==> config.mk <==
export PLATFORM = sky130hd
export DESIGN_NAME = dist_filter
export DESIGN_NICKNAME = d
export VERILOG_FILES = /design/src/rtl/dist_pkg.sv /design/src/rtl/dist_ring_buf.sv /design/src/rtl/dist_filter.sv
export SDC_FILE = /design/constraint.sdc
export NUM_CORES = 1
export LEC_CHECK = 0
export BUFFER_PORTS_ARGS = -buffer_cell sky130_fd_sc_hd__buf_2
export CAP_MARGIN = 20
export CELL_PAD_IN_SITES_DETAIL_PLACEMENT = 0
export CELL_PAD_IN_SITES_GLOBAL_PLACEMENT = 1
export CORE_ASPECT_RATIO = 0.75
export CORE_MARGIN = 2
export CORE_UTILIZATION = 40
export DETAILED_ROUTE_END_ITERATION = 7
export PLACE_DENSITY = 0.69
export SLEW_MARGIN = 20
export SYNTH_ARGS = -nofsm -noshare
export SYNTH_HDL_FRONTEND = slang
export SYNTH_SLANG_ARGS = --single-unit
==> constraint.sdc <==
create_clock -name clk -period 3.25 [get_ports clk]
set_input_delay 0.4875 -clock clk [delete_from_list [all_inputs] [get_ports clk]]
set_output_delay 0.4875 -clock clk [all_outputs]
set_load 0.05 [all_outputs]
==> src/rtl/dist_pkg.sv <==
// Shared types and default parameters for the distance moving-average filter.
// Optional outlier rejection in dist_filter is enabled by DIST_FILTER_OUTLIER_EN.
package dist_pkg;

  typedef enum logic {
    ST_FILL = 1'b0,
    ST_RUN  = 1'b1
  } fill_state_t;

  localparam int DEF_WIDTH      = 10;
  localparam int DEF_LOG2_DEPTH = 3;
  localparam int DEF_NEAR_ON    = 20;
  localparam int DEF_NEAR_OFF   = 30;
  localparam int DEF_MAX_CM     = 400;

  // Running sum of 2^log2_depth samples of `width` bits can never overflow this.
  function automatic int sum_width(input int width, input int log2_depth);
    return width + log2_depth;
  endfunction

  localparam int DEF_SUM_W = sum_width(DEF_WIDTH, DEF_LOG2_DEPTH);

endpackage

==> src/rtl/dist_ring_buf.sv <==
// Sample window storage: one register per slot, a wrapping write pointer, and a
// combinational read of the slot about to be overwritten (the oldest sample).
module dist_ring_buf #(
  parameter int WIDTH      = 10,
  parameter int LOG2_DEPTH = 3
) (
  input  logic                  clk,
  input  logic                  rst_n,
  input  logic                  clear,
  input  logic                  wr_en,
  input  logic [WIDTH-1:0]      wr_data,
  output logic [WIDTH-1:0]      oldest,
  output logic [LOG2_DEPTH-1:0] wr_ptr
);

  localparam int DEPTH = 1 << LOG2_DEPTH;

  logic [LOG2_DEPTH-1:0]        wr_reg;
  logic [DEPTH-1:0][WIDTH-1:0]  entries;

  // Pointer width equals log2(depth), so the increment wraps on its own.
  always_ff @(posedge clk) begin
    if (!rst_n || clear) begin
      wr_reg <= '0;
    end else if (wr_en) begin
      wr_reg <= wr_reg + 1'b1;
    end
  end

  generate
    for (genvar gi = 0; gi < DEPTH; gi++) begin : g_entry
      logic [WIDTH-1:0] entry_reg;

      always_ff @(posedge clk) begin
        if (wr_en && (wr_reg == LOG2_DEPTH'(gi))) begin
          entry_reg <= wr_data;
        end
      end

      assign entries[gi] = entry_reg;
    end
  endgenerate

  assign oldest = entries[wr_reg];
  assign wr_ptr = wr_reg;

endmodule

==> src/rtl/dist_filter.sv <==
// Moving average of ranging samples with a hysteretic near-obstacle flag.
// Define DIST_FILTER_OUTLIER_EN to reject zero / out-of-range samples and count them.
module dist_filter
  import dist_pkg::*;
#(
  parameter int WIDTH      = DEF_WIDTH,
  parameter int LOG2_DEPTH = DEF_LOG2_DEPTH,
  parameter int NEAR_ON    = DEF_NEAR_ON,
  parameter int NEAR_OFF   = DEF_NEAR_OFF,
  parameter int MAX_CM     = DEF_MAX_CM
) (
  input  logic             clk,
  input  logic             rst_n,
  input  logic [WIDTH-1:0] dist_in,
  input  logic             dist_valid,
  input  logic             flush,
  output logic [WIDTH-1:0] avg_out,
  output logic             avg_valid,
  output logic             near,
  output logic [7:0]       reject_cnt
);

  localparam int SUM_W = sum_width(WIDTH, LOG2_DEPTH);
  localparam int DEPTH = 1 << LOG2_DEPTH;

`ifdef DIST_FILTER_OUTLIER_EN
  localparam bit OUTLIER_EN = 1'b1;
`else
  localparam bit OUTLIER_EN = 1'b0;
`endif

  fill_state_t           state_reg;
  logic [SUM_W-1:0]      sum_reg;
  logic [SUM_W-1:0]      sum_next;
  logic                  pend_reg;
  logic [WIDTH-1:0]      avg_reg;
  logic                  avg_valid_reg;
  logic                  near_reg;

  logic                  outlier;
  logic                  accept;
  logic                  last_fill;
  logic [WIDTH-1:0]      oldest;
  logic [LOG2_DEPTH-1:0] wr_ptr;
  logic [WIDTH-1:0]      avg_next;

  assign outlier   = OUTLIER_EN && ((dist_in == '0) || (int'(dist_in) > MAX_CM));
  assign accept    = dist_valid && !flush && !outlier;
  // The write pointer doubles as the fill count: it only advances on accept from 0.
  assign last_fill = (wr_ptr == LOG2_DEPTH'(DEPTH - 1));
  assign avg_next  = sum_reg[SUM_W-1:LOG2_DEPTH];

  always_comb begin
    sum_next = sum_reg + SUM_W'(dist_in);
    if (state_reg == ST_RUN) begin
      sum_next = sum_reg - SUM_W'(oldest) + SUM_W'(dist_in);
    end
  end

  dist_ring_buf #(
    .WIDTH      (WIDTH),
    .LOG2_DEPTH (LOG2_DEPTH)
  ) u_ring (
    .clk     (clk),
    .rst_n   (rst_n),
    .clear   (flush),
    .wr_en   (accept),
    .wr_data (dist_in),
    .oldest  (oldest),
    .wr_ptr  (wr_ptr)
  );

  // pend_reg marks an average computed at this edge, published on the next one;
  // a flush on that next edge drops it.
  always_ff @(posedge clk) begin
    if (!rst_n) begin
      state_reg     <= ST_FILL;
      sum_reg       <= '0;
      pend_reg      <= 1'b0;
      avg_reg       <= '0;
      avg_valid_reg <= 1'b0;
      near_reg      <= 1'b0;
    end else begin
      avg_valid_reg <= 1'b0;
      pend_reg      <= 1'b0;
      if (flush) begin
        state_reg <= ST_FILL;
        sum_reg   <= '0;
      end else begin
        if (pend_reg) begin
          avg_valid_reg <= 1'b1;
          avg_reg       <= avg_next;
          if (int'(avg_next) <= NEAR_ON) begin
            near_reg <= 1'b1;
          end else if (int'(avg_next) >= NEAR_OFF) begin
            near_reg <= 1'b0;
          end
        end
        if (accept) begin
          sum_reg  <= sum_next;
          pend_reg <= (state_reg == ST_RUN) || last_fill;
          if ((state_reg == ST_FILL) && last_fill) begin
            state_reg <= ST_RUN;
          end
        end
      end
    end
  end

`ifdef DIST_FILTER_OUTLIER_EN
  logic       reject;
  logic [7:0] reject_reg;

  assign reject = dist_valid && !flush && outlier;

  always_ff @(posedge clk) begin
    if (!rst_n) begin
      reject_reg <= '0;
    end else if (reject && (reject_reg != 8'hFF)) begin
      reject_reg <= reject_reg + 8'd1;
    end
  end

  assign reject_cnt = reject_reg;
`else
  assign reject_cnt = '0;
`endif

  assign avg_out   = avg_reg;
  assign avg_valid = avg_valid_reg;
  assign near      = near_reg;

endmodule

==> metrics <==
# diodes 0; Avg Synthesized Cell Area 12.0 um^2; Pins Over Slew Limit 0; worst-path maximum fanout 6; Hold WS 0.459 ns; die width 142 um; Crit path largest cell delay 0.56 ns; DRT Pass-1 Iters 6; DRC Markers 0; crit path time final 3.30 ns; IO Pins 34; RSZ-0062 raised after global routing true; post-synthesis sequential area ratio 0.522; total gr overflow 0; CP delay by family, top adder cells; first-pass GRT wire length 21200 um; Crit-path slowest cell fa_1; die height 108 um; CP arrival 3.54 ns; Core Box Area 13900 um^2; clock buffer depth 2; Slew HR 0.471; final hold violation count 0; die footprint 15400 um^2; Setup WS post-layout -0.0455 ns; main flop type after synthesis edfxtp_1; Yosys reg bits 110; Worst EP required 3.49 ns; Starting Density 0.414; vias in the first global route 3847; clk_skew 0.00879 ns; Worst path most repeated cell nand2_2; critical path class reg -> reg; Syn-to-layout area delta 20.8%; Cell variety after synth 52; most common cell after layout, fill and taps aside edfxtp_1; Achievable Freq 0.303 GHz; CP bufs+invs 2; Largest register FFs 80; total power draw 3.40 mW; CTS tree done; Async SR Flop Fraction 0; Vias 3756; PwrDens 489 nW/um^2; Yosys warnings 0; Post-synth EDFFs 80; crit path launch type flop; share of cells above drive strength 1 0.274; Layout Nets 589; Crit. End Element flop; CP Cell Sequence buf_12, mux4_2, nand2_2, nand2_2, fa_1, inv_2, ha_4, a21o_1, and2_4, or3_4, o221ai_4, mux2i_1, nor4_2; Final Setup Violations 2; all-layer global routing usage 0.184; Max VDD drop 0.000253 V; crit share post-route 1.01; routed vias/inst 5.28; CTS sink cnt 110; Final Util 0.501; DRT antenna net count 0; Static Leak 2.66 nW; path type of the worst min-delay path reg -> reg; CTS Hold Bufs 0; Fin Setup TNS -0.0851 ns; initial antenna violation count 0; site row count 37; Mapped Area 5750 um^2; Clock transition at path regs 0.08 ns; clk root buf clkbuf_16; Post-Route WL 13100 um; Post-Synthesis Cells 479; First DRT Iteration DRCs 308; status complete, but fails checks; number of I/O port buffers 25; H-tree levels 3; CTS Buf Count 9; failing checks setup timing; measured slew at the worst slew-check pin 0.792 ns; Clk Latency, worst-skew pair 0.35 ns; MaxCap Viol Count 0; commonest cells after routing, fill and taps aside edfxtp_1, nand2_1, inv_1; WL/cell 18.4 um; largest net degree at the start of global routing 28; DP Wirelength 9170 um; RePlAce Congestion 0.802
==> logic make-up (layout without fill, tap and decap cells) <==
family,after synthesis,count (layout),share of synthesized area
buffers and inverters,74,125,0.0544
and+or+nand+nor,121,121,0.0976
other,1,8,0.000652
muxes,26,26,0.0887
xor gates and xnor gates,15,15,0.0228
adders and majority gates,43,43,0.108
AOI/OAI and AO/OA,89,89,0.106
DFF,110,110,0.522
==> routing by layer <==
metal	vias up	wire length [um]	GRT usage
met4	0	165	0.0516
met1	1864	6330	0.270
li1	1818	-	-
met5	-	0	0
met2	62	5990	0.283
met3	12	593	0.0307
==> cells in the mapped netlist, drive strengths merged, types with 2 or more instances <==
master,number,area share
dfxtp,30,0.10
mux4,20,0.078
or2,3,0.0033
a21o,8,0.010
ha,32,0.070
o21ai,16,0.014
and3,6,0.0065
o21a,2,0.0026
edfxtp,80,0.42
a211oi,13,0.017
nand2b,4,0.0043
mux2i,6,0.010
nand3,3,0.0026
o21bai,3,0.0039
and2,6,0.0070
a311oi,2,0.0030
fa,11,0.038
nor4,2,0.0033
nand2,60,0.039
a21oi,16,0.014
buf,13,0.015
clkbuf,13,0.0085
nor2,19,0.012
inv,48,0.031
nand4,4,0.0043
nor3,4,0.0035
o221ai,4,0.0072
xnor2,12,0.018
a21boi,10,0.013
a31oi,4,0.0043
o2111ai,3,0.0046
nor2b,6,0.0065
or3,2,0.0022
xor2,3,0.0046
==> power breakdown <==
group / switching, mW / internal (mW) / leakage [nW]
registers: 0.0148 / 1.52 / 0.967
clock network: 0.583 / 0.556 / 0.154
logic: 0.387 / 0.337 / 1.54
total: 0.984 / 2.41 / 2.66
==> worst paths after layout <==
path / from / cells after the start / end / slack [ns]
setup / recovery: u_ring.wr_ptr[0]$_SDFFE_PP0P_ / 13 / sum_reg[11]$_SDFFE_PP0P_ / -0.05
hold / removal: avg_out[4]$_SDFFE_PN0P_ / 2 / avg_out[4]$_SDFFE_PN0P_ / 0.46
setup reg to reg: u_ring.wr_ptr[0]$_SDFFE_PP0P_ / 13 / sum_reg[11]$_SDFFE_PP0P_ / -0.05
hold reg to reg: avg_out[4]$_SDFFE_PN0P_ / 2 / avg_out[4]$_SDFFE_PN0P_ / 0.46
==> area by class of cell <==
type	count	area (um^2)
multi-input combinational	302	2760
sequential	110	3010
timing repair buffer	61	474
clock inverter	7	87.6
tap	175	219
clock buffer	9	225
fill	1206	6940
inverter	48	180
==> timing repair <==
action                                  in CTS  in global routing
endpoints found under the setup margin       5                  8
pin swaps                                   12                 26
gates resized for setup                     24                 31
setup buffers                                3                  3
gates cloned                                 1                  0
hold endpoints to repair                     0                  0
==> through the flow <==
stage / cells / cell area (um^2) / setup WS (ns)
after floorplan: 486 / 5830 / 0.0681
final: 712 / 6950 / -0.0455
after global placement: 690 / 6270 / -0.0744
after global routing: 712 / 6950 / -0.212
after CTS: 710 / 6790 / -0.0864
after detailed placement: 690 / 6270 / -0.160
==> worst min-delay path: cells and delay by family, from the launching register on <==
family | cells | cell delay, ns
AO/OA/AOI/OAI | 1 | 0.06
AND/OR/NAND/NOR | 1 | 0.04
flip-flops | 1 | 0.31
Note: power is estimated with default switching activity, not from simulation.
